<file path="src/rtl/key_event_gen_pkg.sv">
// Shared event encodings and sizing helpers for the key event generator.
package key_event_pkg;

   typedef enum logic [1:0] {
      EVT_NONE    = 2'b00,
      EVT_PRESS   = 2'b01,
      EVT_RELEASE = 2'b10,
      EVT_HOLD    = 2'b11
   } evt_type_e;

   localparam int EVT_TYPE_W = 2;

   // ceil(log2(n)) with a floor of one bit, so a single-key build still has a key field.
   function automatic int clog2_min1(input int n);
      int w;
      w = 1;
      while ((1 << w) < n) w++;
      return w;
   endfunction

   function automatic int evt_rec_w(input int n_keys);
      return clog2_min1(n_keys) + EVT_TYPE_W;
   endfunction

endpackage

</file>
<file path="src/rtl/key_event_gen_if.sv">
// Event stream towards the rhythm-judgement logic plus the sticky overflow status.
interface key_event_gen_if #(
   parameter int KEY_W = 2
);
   logic             evt_valid;
   logic             evt_ready;
   logic [KEY_W-1:0] evt_key;
   logic [1:0]       evt_type;
   logic             overflow;
   logic             clr_overflow;

   modport master (
      output evt_valid, evt_key, evt_type, overflow,
      input  evt_ready, clr_overflow
   );

   modport slave (
      input  evt_valid, evt_key, evt_type, overflow,
      output evt_ready, clr_overflow
   );
endinterface

</file>
<file path="src/rtl/key_event_gen_fifo.sv">
// Small synchronous event queue; the head entry is read straight out of the storage array.
module event_fifo
   import key_event_pkg::*;
#(
   parameter int WIDTH = 4,
   parameter int DEPTH = 4
) (
   input  logic             clk,
   input  logic             rst_n,
   input  logic             push,
   input  logic [WIDTH-1:0] din,
   output logic             full,
   input  logic             pop,
   output logic [WIDTH-1:0] dout,
   output logic             empty
);
   localparam int AW = clog2_min1(DEPTH);

   logic [WIDTH-1:0] mem [DEPTH];
   logic [AW:0]      wr_ptr;
   logic [AW:0]      rd_ptr;
   logic             wr_en;
   logic             rd_en;

   // The extra pointer bit separates a wrapped (full) queue from an empty one.
   assign empty = (wr_ptr == rd_ptr);
   assign full  = (wr_ptr[AW] != rd_ptr[AW]) && (wr_ptr[AW-1:0] == rd_ptr[AW-1:0]);
   assign rd_en = pop & ~empty;
   assign wr_en = push & (~full | rd_en);
   assign dout  = mem[rd_ptr[AW-1:0]];

   always_ff @(posedge clk or negedge rst_n) begin
      if (!rst_n) begin
         wr_ptr <= '0;
         rd_ptr <= '0;
      end else begin
         if (wr_en) wr_ptr <= wr_ptr + (AW+1)'(1);
         if (rd_en) rd_ptr <= rd_ptr + (AW+1)'(1);
      end
   end

   always_ff @(posedge clk) begin
      if (wr_en) mem[wr_ptr[AW-1:0]] <= din;
   end

endmodule

</file>
<file path="src/rtl/key_event_gen.sv">
// Turns debounced key levels into a queued PRESS/HOLD/RELEASE event stream.
module key_event_gen
   import key_event_pkg::*;
#(
   parameter int N_KEYS      = 4,
   parameter int HOLD_CYCLES = 50000,
   parameter int FIFO_DEPTH  = 4
) (
   input  logic              clk,
   input  logic              rst_n,
   input  logic [N_KEYS-1:0] pbreg,
   key_event_gen_if.master   evt
);
   localparam int KEY_W = clog2_min1(N_KEYS);
   localparam int REC_W = evt_rec_w(N_KEYS);
   localparam int CNT_W = clog2_min1(HOLD_CYCLES + 1);
   localparam logic [CNT_W-1:0] CNT_MAX  = CNT_W'(HOLD_CYCLES);
   localparam logic [CNT_W-1:0] CNT_FIRE = CNT_W'(HOLD_CYCLES - 1);

   logic [N_KEYS-1:0] prev;
   logic [N_KEYS-1:0] rise;
   logic [N_KEYS-1:0] fall;
   logic [N_KEYS-1:0] fire;
   logic [N_KEYS-1:0] press_p;
   logic [N_KEYS-1:0] hold_p;
   logic [N_KEYS-1:0] rel_p;
   logic [N_KEYS-1:0] clr_press;
   logic [N_KEYS-1:0] clr_hold;
   logic [N_KEYS-1:0] clr_rel;
   logic [N_KEYS-1:0] loss;
   logic [CNT_W-1:0]  hold_cnt [N_KEYS];

   logic              sel_valid;
   logic [KEY_W-1:0]  sel_key;
   evt_type_e         sel_type;
   logic              push;
   logic              pop;
   logic              full;
   logic              empty;
   logic [REC_W-1:0]  head;
   logic              overflow_q;

   assign rise = pbreg & ~prev;
   assign fall = ~pbreg & prev;

   // HOLD fires on the single cycle the count steps onto HOLD_CYCLES.
   always_comb begin
      fire = '0;
      for (int i = 0; i < N_KEYS; i++)
         fire[i] = pbreg[i] & ~rise[i] & (hold_cnt[i] == CNT_FIRE);
   end

   always_ff @(posedge clk or negedge rst_n) begin
      if (!rst_n) begin
         prev <= '0;
         for (int i = 0; i < N_KEYS; i++) hold_cnt[i] <= '0;
      end else begin
         prev <= pbreg;
         for (int i = 0; i < N_KEYS; i++) begin
            if (!pbreg[i] || rise[i])
               hold_cnt[i] <= '0;
            else if (hold_cnt[i] != CNT_MAX)
               hold_cnt[i] <= hold_cnt[i] + CNT_W'(1);
         end
      end
   end

   // Scan from the top so the lowest pending key index ends up selected.
   always_comb begin
      sel_valid = 1'b0;
      sel_key   = '0;
      sel_type  = EVT_NONE;
      for (int i = N_KEYS - 1; i >= 0; i--) begin
         if (press_p[i] | hold_p[i] | rel_p[i]) begin
            sel_valid = 1'b1;
            sel_key   = KEY_W'(i);
            if (press_p[i])     sel_type = EVT_PRESS;
            else if (hold_p[i]) sel_type = EVT_HOLD;
            else                sel_type = EVT_RELEASE;
         end
      end
   end

   assign pop  = evt.evt_valid & evt.evt_ready;
   assign push = sel_valid & (~full | pop);

   always_comb begin
      clr_press = '0;
      clr_hold  = '0;
      clr_rel   = '0;
      for (int i = 0; i < N_KEYS; i++) begin
         if (push && (sel_key == KEY_W'(i))) begin
            clr_press[i] = (sel_type == EVT_PRESS);
            clr_hold[i]  = (sel_type == EVT_HOLD);
            clr_rel[i]   = (sel_type == EVT_RELEASE);
         end
      end
   end

   // A flag that is still pending and not leaving this cycle cannot absorb a second event.
   assign loss = (rise & press_p & ~clr_press)
               | (fire & hold_p  & ~clr_hold)
               | (fall & rel_p   & ~clr_rel);

   always_ff @(posedge clk or negedge rst_n) begin
      if (!rst_n) begin
         press_p    <= '0;
         hold_p     <= '0;
         rel_p      <= '0;
         overflow_q <= 1'b0;
      end else begin
         press_p    <= (press_p & ~clr_press) | rise;
         hold_p     <= (hold_p  & ~clr_hold)  | fire;
         rel_p      <= (rel_p   & ~clr_rel)   | fall;
         overflow_q <= (overflow_q & ~evt.clr_overflow) | (|loss);
      end
   end

   event_fifo #(
      .WIDTH (REC_W),
      .DEPTH (FIFO_DEPTH)
   ) u_fifo (
      .clk   (clk),
      .rst_n (rst_n),
      .push  (push),
      .din   ({sel_key, sel_type}),
      .full  (full),
      .pop   (pop),
      .dout  (head),
      .empty (empty)
   );

   assign evt.evt_valid = ~empty;
   assign evt.evt_key   = empty ? '0 : head[REC_W-1:EVT_TYPE_W];
   assign evt.evt_type  = empty ? 2'b00 : head[EVT_TYPE_W-1:0];
   assign evt.overflow  = overflow_q;

endmodule
</file>
<file path="src/flat_wrapper.sv">
// flat-port wrapper written by rule: the top's interface ports become plain ports
module key_event_gen_flat import key_event_pkg::*;
#(
   parameter int N_KEYS      = 4,
   parameter int HOLD_CYCLES = 50000,
   parameter int FIFO_DEPTH  = 4
)
  (clk, rst_n, pbreg, evt_evt_valid, evt_evt_key, evt_evt_type, evt_overflow, evt_evt_ready, evt_clr_overflow);
  key_event_gen_if evt_i ();
  input  logic clk;
  input  logic rst_n;
  input  logic [N_KEYS-1:0] pbreg;
  output wire logic [$bits(evt_i.evt_valid)-1:0] evt_evt_valid;
  output wire logic [$bits(evt_i.evt_key)-1:0] evt_evt_key;
  output wire logic [$bits(evt_i.evt_type)-1:0] evt_evt_type;
  output wire logic [$bits(evt_i.overflow)-1:0] evt_overflow;
  input wire logic [$bits(evt_i.evt_ready)-1:0] evt_evt_ready;
  input wire logic [$bits(evt_i.clr_overflow)-1:0] evt_clr_overflow;
  assign evt_evt_valid = evt_i.evt_valid;
  assign evt_evt_key = evt_i.evt_key;
  assign evt_evt_type = evt_i.evt_type;
  assign evt_overflow = evt_i.overflow;
  assign evt_i.evt_ready = evt_evt_ready;
  assign evt_i.clr_overflow = evt_clr_overflow;
  key_event_gen #(.N_KEYS(N_KEYS), .HOLD_CYCLES(HOLD_CYCLES), .FIFO_DEPTH(FIFO_DEPTH)) u_core (.clk(clk), .rst_n(rst_n), .pbreg(pbreg), .evt(evt_i));
endmodule
</file>
<file path="config.mk">
export PLATFORM = sky130hd
export DESIGN_NAME = key_event_gen_flat
export DESIGN_NICKNAME = d
export VERILOG_FILES = /design/src/rtl/key_event_gen_pkg.sv /design/src/rtl/key_event_gen_if.sv /design/src/rtl/key_event_gen_fifo.sv /design/src/rtl/key_event_gen.sv /design/src/flat_wrapper.sv
export SDC_FILE = /design/constraint.sdc
export NUM_CORES = 1
export LEC_CHECK = 0
export CAP_MARGIN = 20
export CORE_ASPECT_RATIO = 0.9
export CORE_MARGIN = 3
export CORE_UTILIZATION = 40
export CTS_CLUSTER_DIAMETER = 30
export DETAILED_ROUTE_END_ITERATION = 8
export GPL_TIMING_DRIVEN = 0
export PLACE_DENSITY_LB_ADDON = 0.3
export SYNTH_ARGS = -nofsm -noshare
export SYNTH_HDL_FRONTEND = slang
export SYNTH_SLANG_ARGS = --single-unit
</file>
<file path="constraint.sdc">
create_clock -name clk -period 2.2 [get_ports clk]
set_input_delay 0.22 -clock clk [delete_from_list [all_inputs] [get_ports clk]]
set_output_delay 0.22 -clock clk [all_outputs]
set_load 0.005 [all_outputs]
</file>
======== Word level (Yosys, flattened, before mapping) ========
Memory sizes are Yosys's and may differ from the RTL's.
Cells that the tools add are included.
cells by class
  add/subtract/negate cells ............... 6
  equal/unequal tests ..................... 17
  multiplexer cells ....................... 44
  bitwise gates (word level) .............. 52
  reductions and logical operators ........ 19
operator list
  cell                                                             count
  16-bit 2-to-1 mux                                                8
  16-bit by 1-bit adder with 16-bit output, second input constant  4
  16-bit == test, second input constant                            4
  16-bit inequality test, second input constant                    4
  4-bit bitwise AND                                                11
  2-bit 2-to-1 mux                                                 14
  1-bit 2-to-1 mux                                                 22
  4-bit NOT                                                        5
  4-bit OR                                                         5
  1-bit bitwise AND                                                13
  1-bit OR                                                         11
  2-bit == test, second input constant                             4
  2-bit nonzero test                                               4
  1-bit NOT                                                        7
  3-bit by 1-bit adder with 3-bit output, second input constant    2
  1-bit logical AND                                                5
  2-bit by 1-bit == test with 1-bit output, second input constant  2
  1-bit zero test                                                  4
  1-bit logical OR                                                 4
  4-bit OR reduction                                               1
  3-bit == test                                                    1
  2-bit == test                                                    1
  2-bit zero test                                                  1
  1-bit inequality test                                            1
word-level totals
  bits in registers ....................... 87
  RAM bits ................................ 16
  bits of input ports ..................... 8
  word-level logic and storage cells ...... 150
  memories ................................ 1
memories
  name               depth  bits a word  rd ports  clocked after memory_dff  wr ports  line                      RTL
  u_core.u_fifo.mem  4      4            1         0                         1         key_event_gen_fifo.sv:19  logic [WIDTH-1:0] mem [DEPTH];

======== Logic depth before layout (Yosys ltp) ========
  depth after elaboration ................. 15
  depth in mapped cells ................... 7

======== Modules after synthesis ========
A second synthesis with hierarchy kept.
unflattened totals
  cell total of the unflattened synthesis .. 516
  area, all modules ....................... 5251.3 um^2
modules (own cells, without submodules)
  module         times used  cells each  area each (um^2)  sequential area each (um^2)
  key_event_gen  1           448         4226.6            2026.9
  event_fifo     1           68          1024.7            630.6

======== Least setup slack after synthesis ========
No wires, ideal clock.
  kind .................................... register to register
  from .................................... register u_core.rel_p[1]
  to ...................................... register u_core.overflow_q, in the netlist u_core.evt.overflow
  setup time .............................. 0.138 ns
  arrival time ............................ 1.903 ns
  required time ........................... 2.062 ns
  setup slack ............................. 0.158 ns
  cell stages (with the launch flop) ...... 7
  cell sequence ........................... dfrtp_1 -> buf_6 -> o311a_1 -> or2_1 -> o31ai_1 -> o221ai_1 -> or4_1
on the way
  word-level cells in the longest chain between the ends .. 12
  elaborated cells between the ends (all ways) .. 42
  those cells by class .................... eq/ne (6); mux (18); bitwise (12); reduce/logical (6)
RTL lines
  what                                                                      line                                        RTL
  start: declaration                                                        key_event_gen.sv:26                         logic [N_KEYS-1:0] rel_p;
  start signal: assignment                                                  key_event_gen.sv:114                        rel_p <= (rel_p & ~clr_rel) | fall;
  1-bit OR                                                                  key_event_gen.sv:74                         if (press_p[i] | hold_p[i] | rel_p[i]) begin
  2-bit 2-to-1 mux / 1-bit 2-to-1 mux (equally long branches) (2 in a row)  key_event_gen.sv:74
  2-bit by 1-bit == test with 1-bit output, or another cell as far along    key_event_gen.sv:92                         if (push && (sel_key == KEY_W'(i))) begin
  1-bit logical AND                                                         key_event_gen.sv:92
  1-bit 2-to-1 mux                                                          key_event_gen.sv:92
  4-bit NOT, on equally long branches                                       key_event_gen.sv:101, key_event_gen.sv:102
  4-bit bitwise AND, on equally long branches                               key_event_gen.sv:101, key_event_gen.sv:102
  4-bit OR                                                                  key_event_gen.sv:102                        | (fire & hold_p & ~clr_hold)
  4-bit OR *                                                                key_event_gen.sv:103                        | (fall & rel_p & ~clr_rel);
  4-bit OR reduction *                                                      key_event_gen.sv:115                        overflow_q <= (overflow_q & ~evt.clr_overflow) | (|loss);
  1-bit OR *                                                                key_event_gen.sv:115
  end signal: assignment                                                    key_event_gen.sv:115
  end: declaration                                                          key_event_gen.sv:41                         logic overflow_q;
Mark *: on every way between the ends. The rest lies on a longest branch, timed or not.
A chain may end at the register's enable or synchronous reset.

======== Worst setup path after layout ========
  from .................................... register u_core.press_p[2]
  to ...................................... register u_core.overflow_q, in the netlist u_core.evt.overflow
on the way
  word-level cells in the longest chain between the ends .. 14
  elaborated cells between the ends (all ways) .. 47
  those cells by class .................... eq/ne (6); mux (22); bitwise (13); reduce/logical (6)
RTL lines
  what                                                                      line                                        RTL
  start: declaration                                                        key_event_gen.sv:24                         logic [N_KEYS-1:0] press_p;
  start signal: assignment                                                  key_event_gen.sv:112                        press_p <= (press_p & ~clr_press) | rise;
  1-bit OR (2 in a row)                                                     key_event_gen.sv:74
  2-bit 2-to-1 mux / 1-bit 2-to-1 mux (equally long branches) (3 in a row)  key_event_gen.sv:74
  2-bit by 1-bit == test with 1-bit output, or another cell as far along    key_event_gen.sv:92
  1-bit logical AND                                                         key_event_gen.sv:92
  1-bit 2-to-1 mux                                                          key_event_gen.sv:92
  4-bit NOT, on equally long branches                                       key_event_gen.sv:101, key_event_gen.sv:102
  4-bit bitwise AND, on equally long branches                               key_event_gen.sv:101, key_event_gen.sv:102
  4-bit OR                                                                  key_event_gen.sv:102
  4-bit OR *                                                                key_event_gen.sv:103
  4-bit OR reduction *                                                      key_event_gen.sv:115
  1-bit OR *                                                                key_event_gen.sv:115
Marks and branches as above.

==> flow_summary_export.csv <==
group,metric,value,unit
status,outcome,"finished, final reports clean",
drt,viasPerCell,5.15,
timing,hold_viol_final,0,
cts,cts.clk_slew.worst_paths,0.06,ns
floorplanning,fp-row-count,38,
floorplanning,die_w,125,um
synth,yosysTopAreaCellShare,42.8,%
placement,dp_cells,681,
drt,dr.max_layer_used,"met4",
synth,synth_area,5090,um2
drt,drc,0,
layout,n_fill_cell,1117,
layout,fin_cells,704,
layout,antennaDiodeCount,0,
global_route,antenna_found_initial,0,
timing,slew_viol_final,0,
floorplanning,top_level_ports,14,
synth,synth_nets,528,
global_route,grt_pass1_wl,17100,um
timing,min_period,2.17,ns
synth,ys.flop_type,"dfrtp_1",
placement,io_buffer_count,13,
timing,slew_headroom,55.7,%
timing,rsz0062_at_grt,"yes",
setup_path,r2r_cells,6,
drt,avgRoutedWirePerCell,13.5,um
layout,syn2layout_area_growth,15.5,%
cts,htreeDepth,3,
drt,vias,3628,
layout,drive_above_1_share,8.27,%
drt,wl_met3,292,um
pwr,p_seq_share,45.1,%
setup_path,critical_path_class,"reg2reg",
floorplanning,coreArea,12300,um2
pwr,ir_drop,0.434,mV
global_route,grt_start_max_net_pins,46,
layout,layout_commonest_cell,"dfrtp_1",
layout,final_cell_mix,"86 x dfrtp_1, 77 x nor2_1, 46 x nand2_1, 30 x nand3_1, 28 x xor2_1",
drt,wirelength,9500,um
synth,netlist_instances,507,
pwr,p_switching,0.00150,W
synth,synthTopCellsByArea,"dfrtp_1 43%, edfxtp_1 9.4%, nor2_1 5.7%, xor2_1 5.2%, xnor2_1 4.0%",
placement,dp_hpwl,6690,um
setup_path,end_kind,"register",
pwr,netSwitchingFraction,28.2,%
setup_path,cp-start-kind,"register",
global_route,overflow,0,
pwr,p_leak,2.34,nW
timing,worstMarginPinSlew,0.659,ns
timing,holdWs,0.421,ns
pwr,clkPwrFrac,29.5,%
global_route,grt_pass1_vias,3614,
timing,fin_crit_sh,98.8,%
layout,fin_nets,560,
timing,fmax,460,MHz
floorplanning,initial_utilization,41.5,%
synth,synth_top_area_cell,"dfrtp_1",
drt,first_pass_iters,4,
cts,tritoncts,"yes",
cts,clock_path_buffers,2,
timing,setup_viol,0,
cts,cts_buffers,9,
pwr,p_per_area,908,nW/um2
synth,ys_async_sr_fraction,84.5,%
synth,yosys_warnings,0,
timing,fin_skew,0.00451,ns
placement,dpl-instance-area,5440,um2
setup_path,crit_arrival,2.38,ns
synth,ys_seq_area_share,52.2,%
drt,drt-met1-wl,4680,um
cts,cts_root_buf,"clkbuf_16",
synth,syn_avg_cell_area,10.0,um2
layout,finalInstanceArea,5880,um2
global_route,track_usage,14.5,%
synth,ys_ff_latch,103,
floorplanning,dieArea,14100,um2
floorplanning,die_h,113,um
cts,cts_sinks,103,
drt,drtIter0Drc,182,
drt,ant_nets,0,
placement,place.gp.congestion,0.841,
setup_path,critPathRequiredTime,2.41,ns
pwr,power.internal,0.00384,W
worst_hold_path,hold_class,"in2async",
synth,ys_types,52,
synth,synth-edff-count,16,
drt,wl_met2,4420,um
run,cap_violations,0,
pwr,p_comb_share,25.5,%
setup_path,critPathMaxFanout,5,
cts,insertion_delay,0.34,ns
==> area by class of cell <==
class | count | area (um2) | area share (%)
plain buffers | 8 | 46.3 | 0.787
repair buffers | 21 | 213 | 3.62
flip-flops and latches | 103 | 2660 | 45.2
clock buffers | 13 | 250 | 4.25
multi-input cells | 371 | 2370 | 40.4
clock inverters | 3 | 45.0 | 0.766
well taps | 160 | 200 | 3.40
inverters | 25 | 93.8 | 1.60
==> through the flow <==
step | TNS (ns) | util, % | total power [W] | worst slack (ns)
global placement | -202.29 | 44.2 | 0.00358 | -2.30
finish | 0 | 47.9 | 0.00534 | 0.0259
global route | -0.111 | 47.9 | 0.00565 | -0.0713
detailed placement | -3.33 | 44.3 | 0.00363 | -0.249
CTS | 0 | 47.4 | 0.00534 | 0.000556
floorplan | 0 | - | 0.00316 | 0.158
==> path summary, 6_finish.rpt <==
path,start,endpoint,slack [ns]
worst min register to register,u_core.prev[0]$_DFF_PN0_,u_core.press_p[0]$_DFF_PN0_,0.52
worst max-delay path,u_core.press_p[2]$_DFF_PN0_,u_core.evt.overflow$_DFF_PN0_,0.03
max in group asynchronous,rst_n,u_core.hold_cnt[15]$_DFFE_PN0P_,1.14
worst max register to register,u_core.press_p[2]$_DFF_PN0_,u_core.evt.overflow$_DFF_PN0_,0.03
min in group clk,pbreg[3],u_core.prev[3]$_DFF_PN0_,0.44
worst min-delay path,rst_n,u_core.u_fifo.rd_ptr[0]$_DFFE_PN0P_,0.42
==> timing repair <==
| action | in CTS | in global routing |
|---|---|---|
| resized for setup | 11 | 8 |
| cloned | 0 | 0 |
| buffers inserted | 2 | 4 |
| setup endpoints to repair | 23 | 10 |
| endpoints found under the hold margin | 44 | 0 |
| pin swaps | 0 | 3 |
| hold buffers | 1 | 0 |
==> sequential cells by signal, summed over array words and instances, names as in the netlist <==
register and cells:
u_core.hold_cnt 64, u_core.u_fifo.mem 16, u_core.hold_p 4, u_core.press_p 4, u_core.prev 4, u_core.rel_p 4
u_core.u_fifo.rd_ptr 3, u_core.u_fifo.wr_ptr 3, u_core.evt.overflow 1
==> Yosys cell counts (all sizes together), types with 3 or more instances <==
cell / count
nand4: 11
dfrtp: 87
or3: 14
or2: 3
clkbuf: 5
nand3: 30
buf: 3
or4: 4
ha: 13
a21oi: 18
edfxtp: 16
and2: 8
nor3b: 5
xor2: 30
nand2b: 5
mux4: 4
nor4: 3
nor3: 14
nor2: 77
a21o: 3
nor4bb: 3
nand2: 48
xnor2: 23
inv: 25
o21ai: 19
and3: 6
nand4b: 3
==> worst max-delay path, cell delays in order, from the launching register on <==
cell      delay [ns]
dfrtp_1         0.42
nor3b_1         0.16
a311o_1         0.40
nor3_2          0.30
or3_1           0.16
o211ai_1        0.08
or4_1           0.53
==> kinds of logic after synthesis <==
logic type,count (synthesis),share of synthesized area [%]
buffers and inverters,33,2.63
AND/OR/NAND/NOR,242,23.7
adder cells (fa/ha/maj),13,3.19
AO/OA/AOI/OAI,56,6.76
flip-flops,103,52.2
multiplexers,7,2.41
XOR/XNOR,53,9.12
==> power by group through the flow <==
stage	logic (W)	clock network [W]	registers (W)
finish	0.00136	0.00157	0.00241
global route	0.00152	0.00170	0.00243
CTS	0.00132	0.00162	0.00239
detailed placement	0.00121	0	0.00242
global placement	0.00119	0	0.00240
floorplan	0.000790	0	0.00237
==> per-layer routing <==
layer / track usage [%] / up-vias
li1: - / 1813
met5: 0 / -
met3: 3.11 / 11
met1: 20.5 / 1757
met4: 4.05 / 0
met2: 22.8 / 47
Note: power is estimated with default switching activity, not from simulation.
